`src/rtl/mem_port_arbiter_if.sv`:
```
// Handshake bundle around mem_port_arbiter: fetch port, data port and shared memory port.
// The master modport is the arbiter's view; the slave modport is the view of its neighbours.
interface mem_port_arbiter_if;
  logic        i_req;
  logic [31:0] i_addr;
  logic        i_gnt;
  logic        i_rvalid;
  logic [31:0] i_rdata;

  logic        d_req;
  logic        d_we;
  logic [3:0]  d_wstrobe;
  logic [31:0] d_addr;
  logic [31:0] d_wdata;
  logic        d_gnt;
  logic        d_rvalid;
  logic [31:0] d_rdata;

  logic        m_req;
  logic        m_we;
  logic [3:0]  m_wstrobe;
  logic [31:0] m_addr;
  logic [31:0] m_wdata;
  logic        m_ack;
  logic        m_rvalid;
  logic [31:0] m_rdata;

  logic        err;

  modport master (
    input  i_req, i_addr, d_req, d_we, d_wstrobe, d_addr, d_wdata, m_ack, m_rvalid, m_rdata,
    output i_gnt, i_rvalid, i_rdata, d_gnt, d_rvalid, d_rdata,
           m_req, m_we, m_wstrobe, m_addr, m_wdata, err
  );

  modport slave (
    output i_req, i_addr, d_req, d_we, d_wstrobe, d_addr, d_wdata, m_ack, m_rvalid, m_rdata,
    input  i_gnt, i_rvalid, i_rdata, d_gnt, d_rvalid, d_rdata,
           m_req, m_we, m_wstrobe, m_addr, m_wdata, err
  );
endinterface

```
`src/rtl/mem_port_arbiter.sv`:
```
// Two-port (fetch/data) arbiter onto one memory port, one outstanding transaction at a time,
// with optional round-robin and a per-transaction timeout that completes the owner with zero data.
module mem_port_arbiter #(
  parameter int unsigned TIMEOUT = 255,
  parameter bit          RR_EN   = 1'b1
) (
  input  logic               clk,
  input  logic               reset,
  mem_port_arbiter_if.master bus
);

  typedef enum logic [1:0] {IDLE, ISSUE, WAIT} state_t;

  localparam logic [16:0] TIMEOUT_LIMIT = 17'(TIMEOUT);

  state_t      state, state_next;
  logic        owner_d, last_d;
  logic        lat_we;
  logic [3:0]  lat_wstrobe;
  logic [31:0] lat_addr, lat_wdata;
  logic [15:0] tmo_cnt;

  logic        tmo_hit, grant, grant_d, complete, timeout, pass_rdata, finish;

  // tmo_cnt+1 is the number of busy cycles including the current one.
  assign tmo_hit = ({1'b0, tmo_cnt} + 17'd1) >= TIMEOUT_LIMIT;

  always_ff @(posedge clk or posedge reset) begin
    if (reset) state <= IDLE;
    else       state <= state_next;
  end

  // Arbitration in IDLE, completion/timeout detection while busy; completion beats timeout.
  always_comb begin
    state_next = state;
    grant      = 1'b0;
    grant_d    = 1'b0;
    complete   = 1'b0;
    timeout    = 1'b0;
    pass_rdata = 1'b0;
    case (state)
      IDLE: begin
        if (!reset && (bus.i_req || bus.d_req)) begin
          grant      = 1'b1;
          grant_d    = bus.d_req && (!bus.i_req || !RR_EN || !last_d);
          state_next = ISSUE;
        end
      end
      ISSUE: begin
        if (bus.m_ack && (lat_we || bus.m_rvalid)) begin
          complete   = 1'b1;
          pass_rdata = !lat_we;
          state_next = IDLE;
        end else if (tmo_hit) begin
          timeout    = 1'b1;
          state_next = IDLE;
        end else if (bus.m_ack) begin
          state_next = WAIT;
        end
      end
      WAIT: begin
        if (bus.m_rvalid) begin
          complete   = 1'b1;
          pass_rdata = 1'b1;
          state_next = IDLE;
        end else if (tmo_hit) begin
          timeout    = 1'b1;
          state_next = IDLE;
        end
      end
      default: state_next = IDLE;
    endcase
  end

  // Fetches are latched as full-word reads so the memory side sees a uniform command.
  always_ff @(posedge clk or posedge reset) begin
    if (reset) begin
      owner_d     <= 1'b0;
      last_d      <= 1'b0;
      lat_we      <= 1'b0;
      lat_wstrobe <= 4'h0;
      lat_addr    <= 32'h0;
      lat_wdata   <= 32'h0;
      tmo_cnt     <= 16'h0;
    end else if (grant) begin
      owner_d <= grant_d;
      last_d  <= grant_d;
      tmo_cnt <= 16'h0;
      if (grant_d) begin
        lat_we      <= bus.d_we;
        lat_wstrobe <= bus.d_wstrobe;
        lat_addr    <= bus.d_addr;
        lat_wdata   <= bus.d_wdata;
      end else begin
        lat_we      <= 1'b0;
        lat_wstrobe <= 4'hF;
        lat_addr    <= bus.i_addr;
        lat_wdata   <= 32'h0;
      end
    end else if (state != IDLE) begin
      tmo_cnt <= tmo_cnt + 16'd1;
    end
  end

  assign finish = complete | timeout;

  assign bus.i_gnt     = grant & ~grant_d;
  assign bus.d_gnt     = grant & grant_d;
  assign bus.i_rvalid  = finish & ~owner_d;
  assign bus.d_rvalid  = finish & owner_d;
  assign bus.i_rdata   = (pass_rdata && !owner_d) ? bus.m_rdata : 32'h0;
  assign bus.d_rdata   = (pass_rdata && owner_d) ? bus.m_rdata : 32'h0;
  assign bus.err       = timeout;

  assign bus.m_req     = (state == ISSUE);
  assign bus.m_we      = lat_we;
  assign bus.m_wstrobe = lat_wstrobe;
  assign bus.m_addr    = lat_addr;
  assign bus.m_wdata   = lat_wdata;

endmodule

```
`src/flat_wrapper.sv`:
```
// flat-port wrapper written by rule: the top's interface ports become plain ports
module mem_port_arbiter_flat 
#(
  parameter int unsigned TIMEOUT = 255,
  parameter bit          RR_EN   = 1'b1
)
  (clk, reset, bus_i_req, bus_i_addr, bus_d_req, bus_d_we, bus_d_wstrobe, bus_d_addr, bus_d_wdata, bus_m_ack, bus_m_rvalid, bus_m_rdata, bus_i_gnt, bus_i_rvalid, bus_i_rdata, bus_d_gnt, bus_d_rvalid, bus_d_rdata, bus_m_req, bus_m_we, bus_m_wstrobe, bus_m_addr, bus_m_wdata, bus_err);
  mem_port_arbiter_if bus_i ();
  input  logic clk;
  input  logic reset;
  input wire logic [$bits(bus_i.i_req)-1:0] bus_i_req;
  input wire logic [$bits(bus_i.i_addr)-1:0] bus_i_addr;
  input wire logic [$bits(bus_i.d_req)-1:0] bus_d_req;
  input wire logic [$bits(bus_i.d_we)-1:0] bus_d_we;
  input wire logic [$bits(bus_i.d_wstrobe)-1:0] bus_d_wstrobe;
  input wire logic [$bits(bus_i.d_addr)-1:0] bus_d_addr;
  input wire logic [$bits(bus_i.d_wdata)-1:0] bus_d_wdata;
  input wire logic [$bits(bus_i.m_ack)-1:0] bus_m_ack;
  input wire logic [$bits(bus_i.m_rvalid)-1:0] bus_m_rvalid;
  input wire logic [$bits(bus_i.m_rdata)-1:0] bus_m_rdata;
  output wire logic [$bits(bus_i.i_gnt)-1:0] bus_i_gnt;
  output wire logic [$bits(bus_i.i_rvalid)-1:0] bus_i_rvalid;
  output wire logic [$bits(bus_i.i_rdata)-1:0] bus_i_rdata;
  output wire logic [$bits(bus_i.d_gnt)-1:0] bus_d_gnt;
  output wire logic [$bits(bus_i.d_rvalid)-1:0] bus_d_rvalid;
  output wire logic [$bits(bus_i.d_rdata)-1:0] bus_d_rdata;
  output wire logic [$bits(bus_i.m_req)-1:0] bus_m_req;
  output wire logic [$bits(bus_i.m_we)-1:0] bus_m_we;
  output wire logic [$bits(bus_i.m_wstrobe)-1:0] bus_m_wstrobe;
  output wire logic [$bits(bus_i.m_addr)-1:0] bus_m_addr;
  output wire logic [$bits(bus_i.m_wdata)-1:0] bus_m_wdata;
  output wire logic [$bits(bus_i.err)-1:0] bus_err;
  assign bus_i.i_req = bus_i_req;
  assign bus_i.i_addr = bus_i_addr;
  assign bus_i.d_req = bus_d_req;
  assign bus_i.d_we = bus_d_we;
  assign bus_i.d_wstrobe = bus_d_wstrobe;
  assign bus_i.d_addr = bus_d_addr;
  assign bus_i.d_wdata = bus_d_wdata;
  assign bus_i.m_ack = bus_m_ack;
  assign bus_i.m_rvalid = bus_m_rvalid;
  assign bus_i.m_rdata = bus_m_rdata;
  assign bus_i_gnt = bus_i.i_gnt;
  assign bus_i_rvalid = bus_i.i_rvalid;
  assign bus_i_rdata = bus_i.i_rdata;
  assign bus_d_gnt = bus_i.d_gnt;
  assign bus_d_rvalid = bus_i.d_rvalid;
  assign bus_d_rdata = bus_i.d_rdata;
  assign bus_m_req = bus_i.m_req;
  assign bus_m_we = bus_i.m_we;
  assign bus_m_wstrobe = bus_i.m_wstrobe;
  assign bus_m_addr = bus_i.m_addr;
  assign bus_m_wdata = bus_i.m_wdata;
  assign bus_err = bus_i.err;
  mem_port_arbiter #(.TIMEOUT(TIMEOUT), .RR_EN(RR_EN)) u_core (.clk(clk), .reset(reset), .bus(bus_i));
endmodule
```
`config.mk`:
```
export PLATFORM = sky130hd
export DESIGN_NAME = mem_port_arbiter_flat
export DESIGN_NICKNAME = d
export VERILOG_FILES = /design/src/rtl/mem_port_arbiter_if.sv /design/src/rtl/mem_port_arbiter.sv /design/src/flat_wrapper.sv
export SDC_FILE = /design/constraint.sdc
export NUM_CORES = 1
export LEC_CHECK = 0
export BUFFER_PORTS_ARGS = -buffer_cell sky130_fd_sc_hd__buf_2
export CORE_MARGIN = 2
export CORE_UTILIZATION = 40
export DETAILED_ROUTE_END_ITERATION = 7
export GPL_TIMING_DRIVEN = 1
export PLACE_DENSITY = 0.78
export SYNTH_ARGS = -nofsm -noshare
export SYNTH_HDL_FRONTEND = slang
export SYNTH_SLANG_ARGS = --single-unit
```
`constraint.sdc`:
```
create_clock -name clk -period 7.1 [get_ports clk]
set_input_delay 2.13 -clock clk [delete_from_list [all_inputs] [get_ports clk]]
set_output_delay 2.13 -clock clk [all_outputs]
set_load 0.1 [all_outputs]
```
==> results.md <==
- Post-synthesis mux area share: 7.03%
- Outcome: completed
- Post-synthesis cell count: 537
- Mean post-synth cell area: 8.75 µm²
- Flops & latches, synth: 88
- Initial Util: 41.1%
- Syn nets: 681
- Routed Antenna Nets: 0
- Vias per inst: 4.79
- Clock root buffer master: clkbuf_16
- Worst Setup End Kind: output port
- Final Wtd Congestion: 0.825
- Hold Path Class: flip-flop to flip-flop
- Post-synthesis adder-cell area fraction: 1.33%
- Max_cap viols: 0
- Synth area leader: dfrtp_1
- Top_reg_cell synth: dfrtp_1
- Pins Over Slew Limit: 0
- Setup crit start kind: input port
- Tot GR Track Use: 20.8%
- Required time of the critical path: 4.97 ns
- Critical Path AT: 3.65 ns
- Maximum VDD drop: 0.381 mV
- Placeable Area: 11,400 µm²
- Design Power: 3460 µW
- Slew headroom: 39.2%
- CTS tree: yes
- Die width: 112 µm
- Io pins: 278
- Routed length on met3: 998 µm
- Largest net degree at the start of global routing: 99
- # Post-CTS Setup Buffers: 0
- Simple-gate share of the synthesized area: 24.7%
- Routed len/inst: 14.0 µm
- Clock latency on the worst-skew pair: 0.34 ns
- WS Path Type: input port to output port
- Cts bufs inserted: 9
- H-tree Lvls: 3
- Post-synth EDFFs: 0
- Post-route DRC violation count: 0
- Worst setup margin: 1.32 ns
- Final net count: 941
- Pwr dens: 534 nW/µm²
- Max clock buf depth: 2
- Largest cells by area after synthesis: dfrtp_1 (47%), nand2_1 (9.5%), o21ai_0 (9.3%)
- Sequential fraction of the synthesis area: 46.9%
- Least-Margin Pin Slew: 0.912 ns
- Hold buffers post-CTS: 0
- Cell variety after synth: 45
- Final TNS setup: 0 ns
- Final Hold Vio Count: 0
- Via count: 4,534
- Metal-1 WL: 5710 µm
- Std-Cell Rows: 39
- Met2 wire length: 6250 µm
- Synth top area share: 46.9%
- Clk sinks: 88
- PortBufs: 277
- CTS resizes: 0
- HPWL Detailed: 10,000 µm
- Die footprint: 12,600 µm²
- P&R area growth vs syn: 38.1%
- Detailed Routing Iterations Pass 1: 5
- Total grt overflow: 0
- Post-synth ARST share: 100%
- Global-route wire length before repair: 21,200 µm
- Synth Area in XOR/XNOR: 0.373%
- Chip height: 112 µm
- Crit Path Max Fanout: 32
- Max layer used: met4
- Initial antenna violation count: 3
- Final Cycle Share: 81.4%
- Synth Area in Compound Gates: 16.2%
- Reg2reg setup slack: 4.60 ns
- Largest family of logic cells by synthesized area: simple AND/OR/NAND/NOR gates
- Initial DRC count: 328
- Final hold slack: 0.469 ns
- Mapped cell area: 4700 µm²
- Layout cells sized above 1: 38.7%
- RSZ-0062 raised after global routing: no
- Final Critical Period: 5.78 ns
- Clock transition at path regs: 0.06 ns
- Clock skew: 0.00661 ns
- Number of global-route vias before repair: 4,252
- LEAKAGE: 0.00351 µW
- Ys Warns: 0
- DRT Wirelength: 13,200 µm
- FMAX: 173 MHz
- Dpl ws: 1.29 ns
- Final setup vio count: 0
-- cells by family (layout without fill, tap and decap cells) --
logic type	count (synthesis)	in the layout
simple gates	235	235
xor+xnor	2	2
compound gates	131	131
mux	33	33
other cells	0	3
fa+ha+maj	5	5
flops	88	88
buf+inv	43	307
-- where the power goes --
part	internal [µW]	leakage, µW	switching (µW)
clock network	280	0.000139	187
logic	316	0.00224	1880
registers	693	0.00114	112
total	1290	0.00351	2180
-- synth_stat cells, types with 2 or more instances --
| library cell | number |
|---|---|
| a22o_1 | 2 |
| inv_1 | 8 |
| o31ai_1 | 11 |
| nand3_1 | 6 |
| o211ai_1 | 3 |
| nand2_1 | 119 |
| o21ai_0 | 87 |
| a31oi_1 | 5 |
| a311oi_1 | 2 |
| a21o_1 | 3 |
| and3_1 | 5 |
| xnor2_1 | 2 |
| o21ai_1 | 3 |
| clkbuf_1 | 30 |
| and2_1 | 67 |
| nand4_1 | 2 |
| buf_1 | 3 |
| nor4_1 | 2 |
| nor2_1 | 19 |
| ha_1 | 5 |
| nor2b_1 | 3 |
| buf_2 | 2 |
| dfrtp_1 | 88 |
| mux2i_1 | 33 |
| a21oi_1 | 7 |
-- per-layer routing --
layer	up-vias	global-route usage, %
li1	2337	-
met4	0	6.67
met2	169	32.9
met1	2006	28.2
met3	22	5.18
met5	-	0
-- final timing paths --
path,startpoint,end,depth (start not counted)
worst max-delay path,bus_m_rvalid,bus_d_rdata[14],9
worst min-delay path,u_core.bus.m_wdata[21],u_core.bus.m_wdata[21],2
worst max register to register,u_core.state[0],u_core.bus.m_wdata[13],7
worst min register to register,u_core.bus.m_wdata[21],u_core.bus.m_wdata[21],2
max in group asynchronous,reset,u_core.bus.m_wdata[8],3
min in group asynchronous,reset,u_core.tmo_cnt[13],2
-- registers in the layout, summed over array words and instances, names as in the netlist --
register,cells
u_core.bus.m_addr,32
u_core.bus.m_wdata,32
u_core.bus.m_we,1
u_core.bus.m_wstrobe,4
u_core.last_d,1
u_core.state,2
u_core.tmo_cnt,16
-- cell usage in the layout, fill, tap and decap left out, types with 6 or more instances in the layout --
master,netlist,routed
buf_2,2,277
clkbuf_16,0,9
and2_1,67,66
buf_4,0,7
o31ai_1,11,11
nand3_1,6,6
o21ai_0,87,87
inv_1,8,7
nor2_1,19,17
mux2i_1,33,33
a21oi_1,7,7
dfrtp_1,88,88
nand2_1,119,119
-- critical path, stage by stage --
cell,delay (ns)
buf_2,0.11
nor2_1,0.04
o21ai_1,0.13
nand2_1,0.10
a21o_1,0.17
nor2_1,0.08
buf_4,0.27
and2_1,0.18
buf_2,0.42
-- metrics by stage --
stage                     cell area, µm²  cells  utilization, %
after floorplan                     4710    537               -
after global routing                6490    946            56.8
after CTS                           6480    944            56.8
after detailed placement            6190    929            54.2
after global placement              6190    929            54.2
final                               6490    947            56.8
-- cell type report --
cell class | count | area (µm²)
Sequential cell | 88 | 2200
Antenna cell | 3 | 7.51
Fill cell | 1089 | 4930
Clock buffer | 12 | 246
Multi-Input combinational cell | 406 | 2340
Inverter | 8 | 33.8
Clock inverter | 3 | 42.5
Tap cell | 143 | 179
Timing Repair Buffer | 284 | 1440
Note: power is estimated with default switching activity, not from simulation.
